`src/rtl/ifu_ibuf.sv`:
```
// ---------------------------------------------------------------------------
// ifu_ibuf -- instruction buffer between fetch and decode.
//
// A circular FIFO of {pc, inst} entries held in plain registers. Fetch offers
// one instruction per cycle. Decode sees the head entry combinationally and
// consumes it unless it is stalling. A retire flush empties the buffer.
//
// Optional feature (compile-time macro IFU_IBUF_BYPASS_EN):
//   When the buffer is empty and decode is not stalling, an offer is
//   forwarded straight to the decode outputs instead of being written.
//   Without the macro there is no combinational path from the fetch inputs
//   to the decode outputs.
//
// Ports:
//   clk                  clock, rising edge
//   rst_clk              asynchronous active-low reset (pointers and count)
//   rtu_global_flush     flush from retire; clears pointers and count
//   ifu_ibuf_inst_vld    fetch offers an instruction this cycle
//   ifu_ibuf_inst_pc     64-bit PC of the offer
//   ifu_ibuf_inst        32-bit instruction word of the offer
//   y_idu_id_stall_ctrl  decode stall; no consumption while high
//   ibuf_ifu_full        buffer full; fetch must hold its offer
//   ifu_idu_id_inst_vld  instruction presented to decode
//   ifu_idu_id_inst_pc   PC presented to decode (0 when not valid)
//   ifu_idu_id_inst      instruction presented to decode (0 when not valid)
//   ibuf_cnt             current occupancy
// ---------------------------------------------------------------------------
module ifu_ibuf #(
  parameter int IBUF_DEPTH = 8,
  parameter int IBUF_PTR_W = 3
) (
  input  logic                  clk,
  input  logic                  rst_clk,
  input  logic                  rtu_global_flush,
  input  logic                  ifu_ibuf_inst_vld,
  input  logic [63:0]           ifu_ibuf_inst_pc,
  input  logic [31:0]           ifu_ibuf_inst,
  input  logic                  y_idu_id_stall_ctrl,
  output logic                  ibuf_ifu_full,
  output logic                  ifu_idu_id_inst_vld,
  output logic [63:0]           ifu_idu_id_inst_pc,
  output logic [31:0]           ifu_idu_id_inst,
  output logic [IBUF_PTR_W:0]   ibuf_cnt
);

  localparam int ENTRY_W = 96;

  logic [IBUF_PTR_W-1:0] wptr;
  logic [IBUF_PTR_W-1:0] rptr;
  logic [IBUF_PTR_W:0]   cnt;
  logic [ENTRY_W-1:0]    mem [IBUF_DEPTH];

  logic head_vld;
  logic bypass;
  logic push;
  logic pop;

  assign head_vld      = (cnt != '0);
  assign ibuf_ifu_full = (cnt == (IBUF_PTR_W+1)'(IBUF_DEPTH));
  assign ibuf_cnt      = cnt;

`ifdef IFU_IBUF_BYPASS_EN
  assign bypass = ~head_vld & ifu_ibuf_inst_vld & ~y_idu_id_stall_ctrl &
                  ~rtu_global_flush;
`else
  assign bypass = 1'b0;
`endif

  // A bypassed offer is consumed by decode directly and never stored.
  assign push = ifu_ibuf_inst_vld & ~ibuf_ifu_full & ~rtu_global_flush & ~bypass;
  // Only a stored head entry advances rptr; a bypassed offer does not.
  assign pop  = head_vld & ~y_idu_id_stall_ctrl & ~rtu_global_flush;

  always_comb begin
    ifu_idu_id_inst_vld = head_vld | bypass;
    ifu_idu_id_inst_pc  = '0;
    ifu_idu_id_inst     = '0;
    if (head_vld) begin
      {ifu_idu_id_inst_pc, ifu_idu_id_inst} = mem[rptr];
    end
`ifdef IFU_IBUF_BYPASS_EN
    else if (bypass) begin
      ifu_idu_id_inst_pc = ifu_ibuf_inst_pc;
      ifu_idu_id_inst    = ifu_ibuf_inst;
    end
`endif
  end

  // ---- storage register boundary: data only, never reset ----
  always_ff @(posedge clk) begin
    if (push) begin
      mem[wptr] <= {ifu_ibuf_inst_pc, ifu_ibuf_inst};
    end
  end

  // ---- control register boundary: pointers and occupancy ----
  always_ff @(posedge clk or negedge rst_clk) begin
    if (!rst_clk) begin
      wptr <= '0;
      rptr <= '0;
      cnt  <= '0;
    end else if (rtu_global_flush) begin
      wptr <= '0;
      rptr <= '0;
      cnt  <= '0;
    end else begin
      // Depth is a power of two, so pointer overflow is the modulo wrap.
      if (push) wptr <= wptr + 1'b1;
      if (pop)  rptr <= rptr + 1'b1;
      case ({push, pop})
        2'b10:   cnt <= cnt + 1'b1;
        2'b01:   cnt <= cnt - 1'b1;
        default: cnt <= cnt;
      endcase
    end
  end

endmodule
```
`config.mk`:
```
export PLATFORM = sky130hd
export DESIGN_NAME = ifu_ibuf
export DESIGN_NICKNAME = d
export VERILOG_FILES = /design/src/rtl/ifu_ibuf.sv
export SDC_FILE = /design/constraint.sdc
export NUM_CORES = 1
export LEC_CHECK = 0
export BUFFER_PORTS_ARGS = -buffer_cell sky130_fd_sc_hd__buf_4
export CORE_MARGIN = 3
export CORE_UTILIZATION = 40
export CTS_BUF_LIST = sky130_fd_sc_hd__clkbuf_16
export DETAILED_ROUTE_END_ITERATION = 16
export GPL_TIMING_DRIVEN = 0
export PLACE_DENSITY = 0.62
export SYNTH_ARGS = -nofsm -noshare
export SYNTH_HDL_FRONTEND = slang
export SYNTH_SLANG_ARGS = --single-unit
```
`constraint.sdc`:
```
create_clock -name clk -period 24.8 [get_ports clk]
set_clock_uncertainty 0.15 [all_clocks]
set_input_delay 1.24 -clock clk [delete_from_list [all_inputs] [get_ports clk]]
set_output_delay 1.24 -clock clk [all_outputs]
set_load 0.05 [all_outputs]
```
# [After elaboration in Yosys (flattened, before gate mapping)]
# Memories as Yosys holds them, arrays and structs flattened.
# Index checks and enable logic that the tools add are counted.
[word_totals] register_bits=10 ram_bits=768 in_bits=101 out_inout_bits=102 mem_count=1
[mem_list] name="mem" words=8 word_bits=96 rd=1 rd_ports_with_merged_regs=0 wr=1 line_no="51" text="logic [ENTRY_W-1:0] mem [IBUF_DEPTH];"
[op_classes] add_sub_neg=4 eq_ne=3 muxes=10 bitwise=7 n_reduce_logical=4
[op_table] operator="two-way mux 64 bit" count=1
[op_table] operator="two-way mux 32 bit" count=1
[op_table] operator="two-way mux 3 bit" count=4
[op_table] operator="case mux 4 bit (2 select lines)" count=1
[op_table] operator="adder 3 x 1 -> 3 bit, second input constant" count=2
[op_table] operator="adder 4 x 1 -> 4 bit, second input constant" count=1
[op_table] operator="AND 1 bit" count=4
[op_table] operator="equality test 4 bit, second input constant" count=1
[op_table] operator="two-way mux 4 bit" count=1
[op_table] operator="nonzero test 2 bit" count=2
[op_table] operator="nonzero test 4 bit" count=1
[op_table] operator="subtractor 4 x 1 -> 4 bit, second input constant" count=1
[op_table] operator="inverter 1 bit" count=3
[op_table] operator="nonzero test 3 bit" count=1
[op_table] operator="equality test 2 x 1 -> 1 bit, second input constant" count=1
[op_table] operator="equality test 2 bit, second input constant" count=1
[op_table] operator="two-way mux 1 bit" count=2

# [Longest topological paths before layout]
# Gate-level depths: netlist of run 1.
[depth] word_depth=7 ltp_mapped=9 ltp_nobuf=8

# [Worst setup path after synthesis of run 1]
# Ideal clock, no wire load.
[synth_path] path_kind="input to register" start="input ifu_ibuf_inst_vld" end="memory mem[0][0] (enable)" arrival_time_ps=8501 required_time_ps=23982 path_slack_ps=15481 path_stages=4 path_buffers=1 cell_sequence="clkbuf_1 -> nand2_1 -> or3_1 -> nor3_1"
[synth_between] elab_chain_cells=4
[synth_rtl] element="from (decl)" line_no="35" text="input logic ifu_ibuf_inst_vld,"
[synth_rtl] element="AND 1 bit (2 in series)" line_no="70" text="assign push = ifu_ibuf_inst_vld & ~ibuf_ifu_full & ~rtu_global_flush & ~bypass;"
[synth_rtl] element="two-way mux 1 bit" line_no="91" text="if (push) begin"
[synth_rtl] element="two-way mux 1 bit (implied by the code)" line_no="92" text="mem[wptr] <= {ifu_ibuf_inst_pc, ifu_ibuf_inst};"
[synth_rtl] element="to (decl)" line_no="51"
# Every way passes these cells.

# [Worst setup path after layout of run 1]
[layout_path] start="register rptr[0]" end="output ifu_idu_id_inst_pc[41]"
[layout_between] elab_chain_cells=2
[layout_rtl] element="from (decl)" line_no="49" text="logic [IBUF_PTR_W-1:0] rptr;"
[layout_rtl] element="from (signal assigned)" line_no="109" text="if (pop) rptr <= rptr + 1'b1;"
[layout_rtl] element="memory (8 x 96 bit)"
[layout_rtl] element="two-way mux 64 bit" line_no="78" text="if (head_vld) begin"
[layout_rtl] element="to (decl)" line_no="41" text="output logic [63:0] ifu_idu_id_inst_pc,"
# Every way passes these cells.

==> results.md, run 1 <==
* Leakage at 11.5 nW
* Final nets at 1741
* Most frequent CP cell: clkbuf_1
* Synth Cell Area at 29700 sq um
* Post-CTS Hold Buffers at 0
* WL/cell at 24.8 um
* Library cells used by synthesis at 33
* CP arrival at 3.69 ns
* # rows at 99
* Via Count at 14100
* Synth Flop Type: edfxtp_1
* Worst skew pair latency at 0.59 ns
* Fin cells at 2656
* WP buf/inv at 4
* Placed cell count at 2515
* Placer Congestion at 0.731
* Global-route wire length before repair at 98.0 mm
* DP HPWL at 41.9 mm
* CTS tree: built
* CP peak stage delay at 0.81 ns
* Synth Register Bits at 778
* Share of cells above drive strength 1 at 0.342
* Post-CTS Resized at 0
* Die Area at 77500 sq um
* Max-slew headroom at 0.298
* R2R Setup Slk at 21.38 ns
* Syn-to-layout area delta at 20.8%
* Critical Path End Type: output pin
* Most common cell after layout, fill and taps aside: edfxtp_1
* CTS H-tree depth at 3
* Post-synth net total at 1406
* Initial antenna violation count at 8
* CP max stage cell: clkbuf_1
* Maxcap violations at 0
* Commonest cells after routing, fill and taps aside: edfxtp_1 (768), buf_4 (200), mux4_2 (192), nor2_1 (102), mux2i_1 (97)
* Syn_area_per_cell at 22.8 sq um
* Clk root buf: clkbuf_16
* Remaining DRCs at 0
* Startpoint Class: flop
* Hold Path Class: in -> async
* # clock sinks at 778
* Power Total at 3.78 mW
* CTS clk-pin slew, worst paths at 0.06 ns
* Synth warn at 0
* Post-synth top area cell: edfxtp_1
* Final period util at 0.205
* Max Slew Vio Count at 0
* Largest net degree at the start of global routing at 25
* Async SR Flop Fraction at 0.0129
* Critical path cell sequence: clkbuf_1 -> clkbuf_1 -> buf_2 -> mux4_2 -> mux2i_1 -> nor2_1 -> buf_4
* Sequential-to-total area share from yosys stat at 0.785
* Peak supply drop at 0.0842 mV
* Initial core utilization at 0.406
* Setup Buffers After CTS at 0
* Gr ovfl total at 0
* Main area contributors after synthesis: edfxtp_1 (78%), mux4_2 (15%), mux2i_1 (3.3%)
* Post-synth top area share at 0.777
* Area after DPL at 33400 sq um
* DP Worst Slack at 20.30 ns
* Worst R2R End: mem[0][80]
* CORE AREA at 73200 sq um
* Filler cells at 5910
* ANT nets after route at 0
* Post-route cell area at 35900 sq um
* Worst hold slack at 0.318 ns
* Setup CP Type: reg -> out
* Vias/cell at 5.30
* R2r startpoint: ibuf_cnt[0]
* Req. time, crit path at 23.41 ns
* Worst R2R Path Depth at 10
* Pwr Density at 105 nW/um^2
* Post-synth EDFFs at 768
* Drt pass-1 iters at 7
* Starting DRC count in detailed routing at 1365
* Min cycle time layout at 5.08 ns
* Final hold vios at 0
* Fin worst setup slack at 19.72 ns
* Total routed wirelength at 65.9 mm
* Crit path max-delay family: buffers and inverters
* Crit path max fanout at 10
* Outcome: complete, no violations
* Transition time of the tightest slew-check pin at 1.05 ns
* Final setup viols at 0
* CTS Buf Count at 78
* IO Port Bufs at 200
* Mapped Cells at 1301
* IO Pins at 203
* GRT Total Usage at 0.171
* Setup_tns at 0 ns
* Die Span Y at 278 um
* Fmax at 0.197 GHz
* Max clock buf depth at 3
* Fin util at 0.490
* Die width at 278 um
* Vias in the first global route at 15000
* RSZ-0062 raised after global routing: false
routing by layer:
layer	global-route usage	vias up	routed length, um
li1	-	6125	-
met1	0.232	7448	27500
met2	0.280	394	32400
met3	0.0405	98	4620
met4	0.0477	8	1370
met5	0	-	42
sequential cells by signal, summed over array words and instances, names as in the netlist:
register,cells
ibuf_cnt,4
mem,768
rptr,3
wptr,3
where the power goes:
group / leakage (nW) / internal [mW] / switching (mW)
registers: 7.07 / 1.50 / 0.0151
logic: 3.14 / 0.367 / 0.778
clock network: 1.26 / 0.650 / 0.470
cell type report:
cell class | instances | area (sq um) | share of cell area
well taps | 959 | 1200 | 0.0335
clock buffers | 81 | 2030 | 0.0565
flip-flops and latches | 778 | 23300 | 0.650
multi-input cells | 450 | 6130 | 0.171
diodes | 4 | 10.0 | 0.000279
inverters | 4 | 15.0 | 0.000419
clock inverters | 56 | 402 | 0.0112
plain buffers | 69 | 288 | 0.00802
repair buffers | 255 | 2480 | 0.0691
worst register-to-register path, delay by kind of cell, from the launching register on:
kind	cells	cell delay [ns]
simple gates	4	1.34
buf+inv	6	1.13
flops	1	0.49
cell families (layout without fill, tap and decap cells):
group           Yosys count  in the layout  synth area share
mux                     289            289             0.178
flops                   778            778             0.785
compound gates           17             17           0.00388
xor+xnor                  5              5           0.00148
simple gates            135            135            0.0192
other cells               0              4                 0
buf+inv                  73            465            0.0102
fa+ha+maj                 4              4           0.00169
worst max-delay path by stage:
stage                     slack (ns)  cells past startpoint              start                     end
after CTS                      19.62                      7            rptr[0]  ifu_idu_id_inst_pc[41]
after floorplan                15.48                      4  ifu_ibuf_inst_vld               mem[0][0]
after global placement          8.33                      4  ifu_ibuf_inst_vld              mem[0][87]
final                          19.72                      7            rptr[0]  ifu_idu_id_inst_pc[41]
after global routing           19.53                      7            rptr[0]  ifu_idu_id_inst_pc[41]
after detailed placement       20.30                      7            rptr[0]  ifu_idu_id_inst_pc[41]
cell usage after synthesis, drive strengths merged, types with 2 or more instances:
library cell / count
a21oi: 5
nand2: 4
nand4: 2
o211ai: 3
o21ai: 4
dfrtp: 10
clkbuf: 33
nand3: 2
edfxtp: 768
xnor2: 3
ha: 4
mux4: 192
or3: 3
buf: 36
xor2: 2
nor2: 108
mux2i: 97
inv: 4
nand3b: 2
nor3: 5
nand2b: 3
(Power assumes the default switching activity.)
==> run 2, diff against run 1 <==
PLACE_DENSITY = 0.64   (was 0.62)
clock period = 4.2 ns   (was 24.8 ns; I/O delays follow)
==> results.md, run 2 (synthesis results as in run 1) <==
* # clock sinks at 778 (unchanged)
* Gr ovfl total at 0 (unchanged)
* Commonest cells after routing, fill and taps aside: edfxtp_1 (768), buf_4 (200), mux4_2 (192), nor2_1 (102), dlygate4sd3_1 (101)
* IO Port Bufs at 200 (unchanged)
* Req. time, crit path at 3.84 ns (-19.57 ns)
* Multi-input gate area at 6160 sq um (+0.47%)
* Vias/cell at 5.24 (-1.1%)
* Outcome: complete, no violations
* Crit path from: rptr[0]
* Critical Path End Type: output pin
* Final nets at 1830 (+5.1%)
* Vias in the first global route at 15400 (+2.7%)
* Hold Path Class: in -> reg
* Setup CP Type: reg -> out
* Transition time of the tightest slew-check pin at 1.08 ns (+0.0243 ns)
* Most common cell after layout, fill and taps aside: edfxtp_1
* IO Pins at 203 (unchanged)
* Final setup viols at 0 (unchanged)
* Largest reg by FF count: mem
* Drt pass-1 iters at 5 (-2)
* Starting DRC count in detailed routing at 1107 (-19%)
* Fin cells at 2742 (+3.2%)
* HP Start: ifu_ibuf_inst[10]
* Startpoint Class: flop
* Placed cell count at 2501 (-0.56%)
* CTS tree: built
* Setup Buffers After CTS at 0 (unchanged)
* Fmax at 0.252 GHz
* Initial antenna violation count at 3 (-5)
* Max-slew headroom at 0.282 (-0.0162)
* Initial core utilization at 0.406 (unchanged)
* Worst skew pair latency at 0.60 ns (about the same)
* Placer Congestion at 0.730 (about the same)
* Largest net degree at the start of global routing at 26 (+4.0%)
* CP arrival at 3.61 ns (-0.08 ns)
* Clk root buf: clkbuf_16
* ANT nets after route at 0 (unchanged)
* Die width at 278 um (unchanged)
* WL/cell at 23.7 um (-4.6%)
* Pwr Density at 614 nW/um^2 (+480%)
* Filler cells at 5787 (-2.1%)
* Final hold vios at 0 (unchanged)
* Die Area at 77500 sq um (unchanged)
* Final period util at 0.944
* CTS H-tree depth at 3 (unchanged)
* Maxcap violations at 0 (unchanged)
* Max clock buf depth at 3 (unchanged)
* CORE AREA at 73200 sq um (unchanged)
* Remaining DRCs at 0 (unchanged)
* Max Slew Vio Count at 0 (unchanged)
* Crit path max fanout at 10 (unchanged)
* Via Count at 14400 (+2.1%)
* R2R Setup Slk at 1.07 ns (-20.31 ns)
* RSZ-0062 raised after global routing: false
* CTS Buf Count at 80 (+2.6%)
* # rows at 99 (unchanged)
* DP Worst Slack at 0.392 ns (-19.90 ns)
* Max reg flops at 768 (unchanged)
* Share of cells above drive strength 1 at 0.326 (-0.0160)
* R2r startpoint: ibuf_cnt[3]
* Worst hold slack at 0.226 ns (-0.0914 ns)
* Total routed wirelength at 64.9 mm (-1.5%)
* Fin worst setup slack at 0.234 ns (-19.48 ns)
* Global-route wire length before repair at 97.8 mm (-0.20%)
* GRT Total Usage at 0.169 (-0.00227)
* CTS clk-pin slew, worst paths at 0.06 ns (about the same)
* Fin util at 0.504 (+0.0146)
* Die Span Y at 278 um (unchanged)
* Power Total at 22.7 mW (+500%)
* Peak supply drop at 0.531 mV (+530%)
* FF+latch area at 23300 sq um (about the same)
* Min cycle time layout at 3.97 ns
* Syn-to-layout area delta at 24.4%
* DP HPWL at 40.6 mm (-3.1%)
* Leakage at 11.9 nW (+3.4%)
==> run 2: path summary, 6_finish.rpt <==
path	end	cells after the start
worst max-delay path	ifu_idu_id_inst_pc[36]	7
worst min-delay path	mem[4][10]	2
worst max register to register	mem[0][61]	9
worst min register to register	wptr[0]	2
max in group asynchronous	ibuf_cnt[3]	3
min in group asynchronous	wptr[2]	3
==> run 2: repair_timing <==
| action | 4_1_cts | 5_1_grt |
|---|---|---|
| hold buffers | 101 | 0 |
| endpoints found under the setup margin | 60 | 0 |
| endpoints found under the hold margin | 784 | 0 |
| resized for setup | 1 | 0 |
==> run 2: per-stage QoR <==
step / TNS, ns / cell area, sq um
global placement: -1795.95 / 32500
global route: 0 / 36900
CTS: 0 / 36900
detailed placement: 0 / 33400
finish: 0 / 36900
floorplan: -98.01 / 29800
==> run 2: final cells by class <==
class | count | share of cell area
Tap cell | 959 | 0.0325
Clock buffer | 83 | 0.0562
Clock inverter | 53 | 0.0120
Sequential cell | 778 | 0.631
Timing Repair Buffer | 342 | 0.0924
Buffer | 69 | 0.00796
Inverter | 4 | 0.000407
Antenna cell | 4 | 0.000271
Multi-Input combinational cell | 450 | 0.167
==> run 2: layer usage <==
layer	GRT usage	vias up	routed length [um]
li1	-	6294	-
met1	0.226	7629	27500
met2	0.285	361	32800
met3	0.0346	80	3460
met4	0.0440	0	1070
met5	0	-	0
==> run 2: worst max-delay path: stages (launching register included) <==
cell	delay (ns)
dfrtp_1	0.35
clkbuf_1	0.18
clkbuf_1	0.80
buf_2	0.53
mux4_2	0.57
mux2i_1	0.28
nor2_1	0.08
buf_4	0.21
==> run 2: report_power, final <==
group | switching (mW) | leakage (nW) | internal (mW) | total [mW]
Combinational | 4.63 | 3.50 | 2.27 | 6.90
Clock | 2.79 | 1.30 | 4.04 | 6.83
Sequential | 0.0920 | 7.07 | 8.84 | 8.93
Total | 7.52 | 11.9 | 15.1 | 22.7
